[src/rtl/retire_pipe.sv]
// ---------------------------------------------------------------------------
// retire_pipe
//
// Post-execute pipeline registers (E->M, M->W, W->U) of the 6-stage core.
// Presents destination tags, gated write enables and forwarding data for the
// forwarding unit, drives the register-file write port from W, and raises the
// load-use stall request when the E-stage consumer needs a load still in M.
//
// Ports:
//   clk, rst_n                 clock (rising edge), async active-low reset
//   validE/rdE/RegWriteE/      E-stage instruction entering M
//   MemReadE/alu_resultE
//   load_dataM                 data-memory read data for the load in M
//   rs1E, rs2E                 source registers of the instruction in E
//   stall_m, flush_m           hold M / kill the instruction entering M
//   rdM/rdW/rdU                raw stage destination tags
//   RegWriteM/W/U              valid & regwrite & (rd != x0)
//   fwd_dataM/W/U              forwarding data (codes 01/10/11)
//   rf_we/rf_waddr/rf_wdata    register-file write port (from W)
//   load_use_stall             load in M feeds rs1E or rs2E
//   retired_cnt                (only with RETIRE_COUNT_EN) 64-bit count of
//                              valid instructions that moved from W to U
//
// Optional feature macro: RETIRE_COUNT_EN
// ---------------------------------------------------------------------------
module retire_pipe #(
    parameter int XLEN   = 32,
    parameter int REG_AW = 5
) (
    input  logic              clk,
    input  logic              rst_n,
    input  logic              validE,
    input  logic [REG_AW-1:0] rdE,
    input  logic              RegWriteE,
    input  logic              MemReadE,
    input  logic [XLEN-1:0]   alu_resultE,
    input  logic [XLEN-1:0]   load_dataM,
    input  logic [REG_AW-1:0] rs1E,
    input  logic [REG_AW-1:0] rs2E,
    input  logic              stall_m,
    input  logic              flush_m,
    output logic [REG_AW-1:0] rdM,
    output logic [REG_AW-1:0] rdW,
    output logic [REG_AW-1:0] rdU,
    output logic              RegWriteM,
    output logic              RegWriteW,
    output logic              RegWriteU,
    output logic [XLEN-1:0]   fwd_dataM,
    output logic [XLEN-1:0]   fwd_dataW,
    output logic [XLEN-1:0]   fwd_dataU,
    output logic              rf_we,
    output logic [REG_AW-1:0] rf_waddr,
    output logic [XLEN-1:0]   rf_wdata,
`ifdef RETIRE_COUNT_EN
    output logic [63:0]       retired_cnt,
`endif
    output logic              load_use_stall
);

    // Stage registers
    logic              validM_q, validM_d;
    logic [REG_AW-1:0] rdM_q, rdM_d;
    logic              regwriteM_q, regwriteM_d;
    logic              memreadM_q, memreadM_d;
    logic [XLEN-1:0]   dataM_q, dataM_d;

    logic              validW_q, validW_d;
    logic [REG_AW-1:0] rdW_q, rdW_d;
    logic              regwriteW_q, regwriteW_d;
    logic [XLEN-1:0]   dataW_q, dataW_d;

    logic              validU_q, validU_d;
    logic [REG_AW-1:0] rdU_q, rdU_d;
    logic              regwriteU_q, regwriteU_d;
    logic [XLEN-1:0]   dataU_q, dataU_d;

`ifdef RETIRE_COUNT_EN
    logic [63:0]       retiredCnt_q, retiredCnt_d;
`endif

    // Next-state for M, W and U. Flush wins over stall in M; while M is
    // stalled, W takes a bubble so the resident M instruction is not
    // duplicated. Flush+stall lets the old M contents advance into W.
    always_comb begin
        validM_d    = validM_q;
        rdM_d       = rdM_q;
        regwriteM_d = regwriteM_q;
        memreadM_d  = memreadM_q;
        dataM_d     = dataM_q;
        if (flush_m) begin
            validM_d = 1'b0;
        end else if (!stall_m) begin
            validM_d    = validE;
            rdM_d       = rdE;
            regwriteM_d = RegWriteE;
            memreadM_d  = MemReadE;
            dataM_d     = alu_resultE;
        end

        validW_d    = validW_q;
        rdW_d       = rdW_q;
        regwriteW_d = regwriteW_q;
        dataW_d     = dataW_q;
        if (stall_m && !flush_m) begin
            validW_d = 1'b0;
        end else begin
            validW_d    = validM_q;
            rdW_d       = rdM_q;
            regwriteW_d = regwriteM_q;
            // Loads pick up memory data here; M only ever holds the address.
            dataW_d     = memreadM_q ? load_dataM : dataM_q;
        end

        validU_d    = validW_q;
        rdU_d       = rdW_q;
        regwriteU_d = regwriteW_q;
        dataU_d     = dataW_q;

`ifdef RETIRE_COUNT_EN
        retiredCnt_d = retiredCnt_q;
        if (validW_q) begin
            retiredCnt_d = retiredCnt_q + 64'd1;
        end
`endif
    end

    // Pipeline state registers with asynchronous clear.
    always_ff @(posedge clk or negedge rst_n) begin
        if (!rst_n) begin
            validM_q    <= 1'b0;
            rdM_q       <= '0;
            regwriteM_q <= 1'b0;
            memreadM_q  <= 1'b0;
            dataM_q     <= '0;
            validW_q    <= 1'b0;
            rdW_q       <= '0;
            regwriteW_q <= 1'b0;
            dataW_q     <= '0;
            validU_q    <= 1'b0;
            rdU_q       <= '0;
            regwriteU_q <= 1'b0;
            dataU_q     <= '0;
        end else begin
            validM_q    <= validM_d;
            rdM_q       <= rdM_d;
            regwriteM_q <= regwriteM_d;
            memreadM_q  <= memreadM_d;
            dataM_q     <= dataM_d;
            validW_q    <= validW_d;
            rdW_q       <= rdW_d;
            regwriteW_q <= regwriteW_d;
            dataW_q     <= dataW_d;
            validU_q    <= validU_d;
            rdU_q       <= rdU_d;
            regwriteU_q <= regwriteU_d;
            dataU_q     <= dataU_d;
        end
    end

`ifdef RETIRE_COUNT_EN
    // Retirement counter, wraps naturally at 2^64.
    always_ff @(posedge clk or negedge rst_n) begin
        if (!rst_n) begin
            retiredCnt_q <= '0;
        end else begin
            retiredCnt_q <= retiredCnt_d;
        end
    end

    assign retired_cnt = retiredCnt_q;
`endif

    // Write enables are never raised for x0.
    assign RegWriteM = validM_q & regwriteM_q & (rdM_q != '0);
    assign RegWriteW = validW_q & regwriteW_q & (rdW_q != '0);
    assign RegWriteU = validU_q & regwriteU_q & (rdU_q != '0);

    assign rdM       = rdM_q;
    assign rdW       = rdW_q;
    assign rdU       = rdU_q;

    assign fwd_dataM = dataM_q;
    assign fwd_dataW = dataW_q;
    assign fwd_dataU = dataU_q;

    assign rf_we     = RegWriteW;
    assign rf_waddr  = rdW_q;
    assign rf_wdata  = dataW_q;

    // A load in M cannot forward yet; the consumer in E must wait a cycle.
    assign load_use_stall = validM_q & memreadM_q & (rdM_q != '0) &
                            ((rdM_q == rs1E) | (rdM_q == rs2E));

endmodule

[config.mk]
export PLATFORM = sky130hd
export DESIGN_NAME = retire_pipe
export DESIGN_NICKNAME = d
export VERILOG_FILES = /design/src/rtl/retire_pipe.sv
export SDC_FILE = /design/constraint.sdc
export NUM_CORES = 1
export LEC_CHECK = 0
export ABC_AREA = 1
export CAP_MARGIN = 30
export CORE_ASPECT_RATIO = 0.6
export CORE_MARGIN = 10
export CORE_UTILIZATION = 37
export DETAILED_ROUTE_END_ITERATION = 16
export PLACE_DENSITY = 0.71
export SLEW_MARGIN = 0
export SYNTH_ARGS = -nofsm -noshare
export SYNTH_HDL_FRONTEND = slang
export SYNTH_SLANG_ARGS = --single-unit
export TNS_END_PERCENT = 5
[constraint.sdc]
create_clock -name clk -period 1.6 [get_ports clk]
set_clock_uncertainty 0.1 [all_clocks]
set_input_delay 0.24 -clock clk [delete_from_list [all_inputs] [get_ports clk]]
set_output_delay 0.24 -clock clk [all_outputs]
set_load 0.02 [all_outputs]
==> flow_summary.toml <==
[detailed_routing]
dr_total_vias = 3963
drt_wl_total_um = 15800
dr.pass1.iters = 4
drc_errors = 0
wl_per_cell_um = 18.9
drt_first_iter_violations = 242
detail-route-antenna-nets = 0
post_drt_via_cell_ratio = 4.76

[timing]
timing.final.ws_setup_ps = -288
hold_viol = 0
setup_tns_ps = -540
period_minus_slack_ps = 1890
min_period_over_period_pct = 118
max_freq_mhz = 530
max-slew-margin-rel_pct = 70.5
report.final.slew_viol_count = 0
worst_slew_pin_slew_ps = 443
setup-violations-final = 4
unrepaired_setup_endpoints_after_global_routing = "yes"

[floorplan]
floorplan.die.height_um = 107
initial_utilization_pct = 38.4
coreArea_mm2 = 0.0123
die_area_mm2 = 0.0178
io_pins = 239
core.rowCount = 31
floorplan.die.width_um = 166

[place]
gpl.final_weighted_congestion = 0.826
dp_hpwl_um = 12100
io_buffer_count = 238

[finish]
relative_area_change_from_synthesis_to_final_layout_pct = 59.8
antenna-diode-count = 0
drive_above_1_share_pct = 17.8
postLayoutCoreUtil_pct = 61.4
design.final.nets = 740

[setup_path]
rrSetupSlack_ps = 140
critical_path_arrival_ps = 1550
cp_cell_sequence = "inv_2 > nand2_2 > nand2_2 > nor2_2 > nand3_1 > a21oi_2 > buf_6"
critPathRequiredTime_ps = 1260
setup.worst_path.start_class = "flip-flop"
worst_setup_path_end_kind = "primary output"
critPathSlowestCell = "sky130_fd_sc_hd__dfrtp_2"
maximum_fanout_along_the_worst_path = 5
crit_path_max_incr_delay_ps = 430
r2r-end = "fwd_dataW[1]$_DFFE_PN0N_"
critical_path_buf_inv_count = 2
r2r_cells = 5
timing.rr.start = "memreadM_q$_DFFE_PN0P_"
worst_path_most_repeated_cell = "sky130_fd_sc_hd__nand2_2"
timing.setup.critical_path_class = "reg2out"
timing.critical_path.max_delay_family = "flip-flops"

[grt]
globalRoute.totalOverflow = 0
first_global_vias = 4248
grt_first_pass_wirelength_um = 24800
antenna_found_initial = 0
groute.usage.overall_pct = 17.5
grt_start_max_net_pins = 61

[pwr]
sw_frac_of_total_pct = 32.1
switchingPower_mw = 3.26
cellInternalPower_mw = 6.89
power.static_leakage_nw = 3.56
pwr-share-comb_pct = 27.2
peak_supply_drop_v = 0.000750
power_mw = 10.2
p_per_area_mw_per_mm2 = 1350
sequentialPowerShare_pct = 37.6
clock_power_share_pct = 35.2

[logic_synthesis]
postSynthRegisterBits = 118
synthDistinctLibCells = 19
post_synth_inst_count = 427
synth.cell_area_mm2 = 0.00471
synth.avg_cell_area_um2 = 11.0
mappedNetlistNets = 513
synth.yosys.warnings = 0
synth.yosys.seq_area_share_pct = 62.7

[clock_network]
worst_skew_pair.late_latency_ps = 400
cts_max_level = 4
post-cts-setup-buffers = 0
clk_path_buf_depth = 2
cts_tree = "done"
cts-buffers-inserted = 17
cts-root-buf = "sky130_fd_sc_hd__clkbuf_16"
numClockSinks = 118
clkSlewWorstSetupHoldPaths_ps = 60

[job]
maxCapViolations = 0

[run_status]
run_status = "finished with violations"
failed_checks = "setup timing"

[hold_path]
timing.hold.worst.class = "in2async"
[sequential cells by signal, summed over array words and instances, names as in the netlist]
name / flops
rdM: 5
fwd_dataW: 32
validU_d: 1
memreadM_q: 1
fwd_dataM: 32
regwriteU_d: 1
fwd_dataU: 32
validU_q: 1
regwriteU_q: 1
rdU: 5
regwriteM_q: 1
validM_q: 1
rdW: 5
[layer usage]
layer  GRT usage, %  routed length [um]  vias up
met5              0                   0        -
met4           4.91                 169        0
met3           7.91                1420       17
met2           28.2                7600      179
met1           20.9                6580     1954
li1               -                   -     1813
[cell usage in the layout (no fill, tap or decap), types with 2 or more instances in the layout]
cell type                         count
sky130_fd_sc_hd__a21oi_1             64
sky130_fd_sc_hd__buf_12               6
sky130_fd_sc_hd__buf_2                2
sky130_fd_sc_hd__buf_4               19
sky130_fd_sc_hd__buf_6                4
sky130_fd_sc_hd__clkbuf_1             3
sky130_fd_sc_hd__clkbuf_16           17
sky130_fd_sc_hd__clkbuf_2            10
sky130_fd_sc_hd__clkbuf_8             4
sky130_fd_sc_hd__clkdlybuf4s50_1     84
sky130_fd_sc_hd__clkinv_2             4
sky130_fd_sc_hd__clkinvlp_4           3
sky130_fd_sc_hd__dfrtp_1            115
sky130_fd_sc_hd__dfrtp_2              3
sky130_fd_sc_hd__dlygate4sd2_1      138
sky130_fd_sc_hd__inv_1               15
sky130_fd_sc_hd__inv_2                4
sky130_fd_sc_hd__mux2_1               2
sky130_fd_sc_hd__mux2_2              31
sky130_fd_sc_hd__nand2_1             66
sky130_fd_sc_hd__nand2_2              2
sky130_fd_sc_hd__nand3_1              7
sky130_fd_sc_hd__nor2_1              38
sky130_fd_sc_hd__nor2_2               3
sky130_fd_sc_hd__nor2_4               2
sky130_fd_sc_hd__nor3_2               3
sky130_fd_sc_hd__o21ai_0             11
sky130_fd_sc_hd__xnor2_1              2
[Yosys cell counts, drive strengths merged]
master	count	area (um^2)
nand2	68	255
dfrtp	118	2950
inv	19	71.3
nor3	3	15.0
xor2	1	8.76
nor2	43	176
buf	55	415
o21ai	12	60.1
clkbuf	1	3.75
a21oi	65	325
xnor2	2	17.5
mux2	33	372
nand3	7	35.0
[metrics by stage]
step / setup WS [ps] / std cells / hold slack (ps) / area (um^2)
6_report: -288 / 832 / 114 / 7520
5_1_grt: -360 / 832 / 95.3 / 7520
4_1_cts: -258 / 832 / 95.3 / 7540
3_5_place_dp: -578 / 799 / -29.4 / 7140
3_3_place_gp: -558 / 799 / -29.5 / 7140
2_1_floorplan: 39.1 / 427 / -156 / 4710
[worst reg2reg max path, stage by stage (launching register included)]
cell and delay (ps):
sky130_fd_sc_hd__dfrtp_1 340, sky130_fd_sc_hd__buf_4 400, sky130_fd_sc_hd__inv_1 130, sky130_fd_sc_hd__buf_4 210
sky130_fd_sc_hd__nand2_1 100, sky130_fd_sc_hd__a21oi_1 80
[how the worst max path moves through the flow]
stage                            start             end  slack [ps]  cells after the start
floorplan           rdM[4]$_DFFE_PN0P_  load_use_stall          40                      6
global placement               rs2E[1]  load_use_stall        -560                      8
detailed placement             rs2E[4]  load_use_stall        -580                      8
CTS                 rdM[1]$_DFFE_PN0P_  load_use_stall        -260                      7
global route        rdM[2]$_DFFE_PN0P_  load_use_stall        -360                      7
finish              rdM[4]$_DFFE_PN0P_  load_use_stall        -290                      7
[power groups by stage]
stage	logic, mW	clock network (mW)	registers (mW)
after global placement	3.22	0	3.85
after CTS	2.81	3.65	3.83
final	2.76	3.57	3.82
after detailed placement	3.25	0	3.89
after floorplan	0.986	0	4.42
after global routing	2.96	3.80	3.90
[cell type report]
cell class | instances | area, um^2
fill | 1070 | 4730
sequential | 118 | 2960
timing repair buffer | 264 | 2430
multi-input combinational | 234 | 1300
clock buffer | 24 | 492
tap | 165 | 206
clock inverter | 8 | 72.6
inverter | 19 | 71.3
[kinds of logic (layout without fill, tap and decap cells)]
family | count (synthesis) | in the layout | synth area share, %
flops | 118 | 118 | 62.7
simple gates | 121 | 121 | 10.2
compound gates | 77 | 77 | 8.18
mux | 33 | 33 | 7.89
buf+inv | 75 | 315 | 10.4
xor+xnor | 3 | 3 | 0.558
[repair_timing]
item	in CTS	in global routing
hold buffers	1	0
pin swaps	6	10
gates resized for setup	188	22
endpoints found under the hold margin	118	0
setup endpoints to repair	153	22
Note: power is estimated with default switching activity, not from simulation.
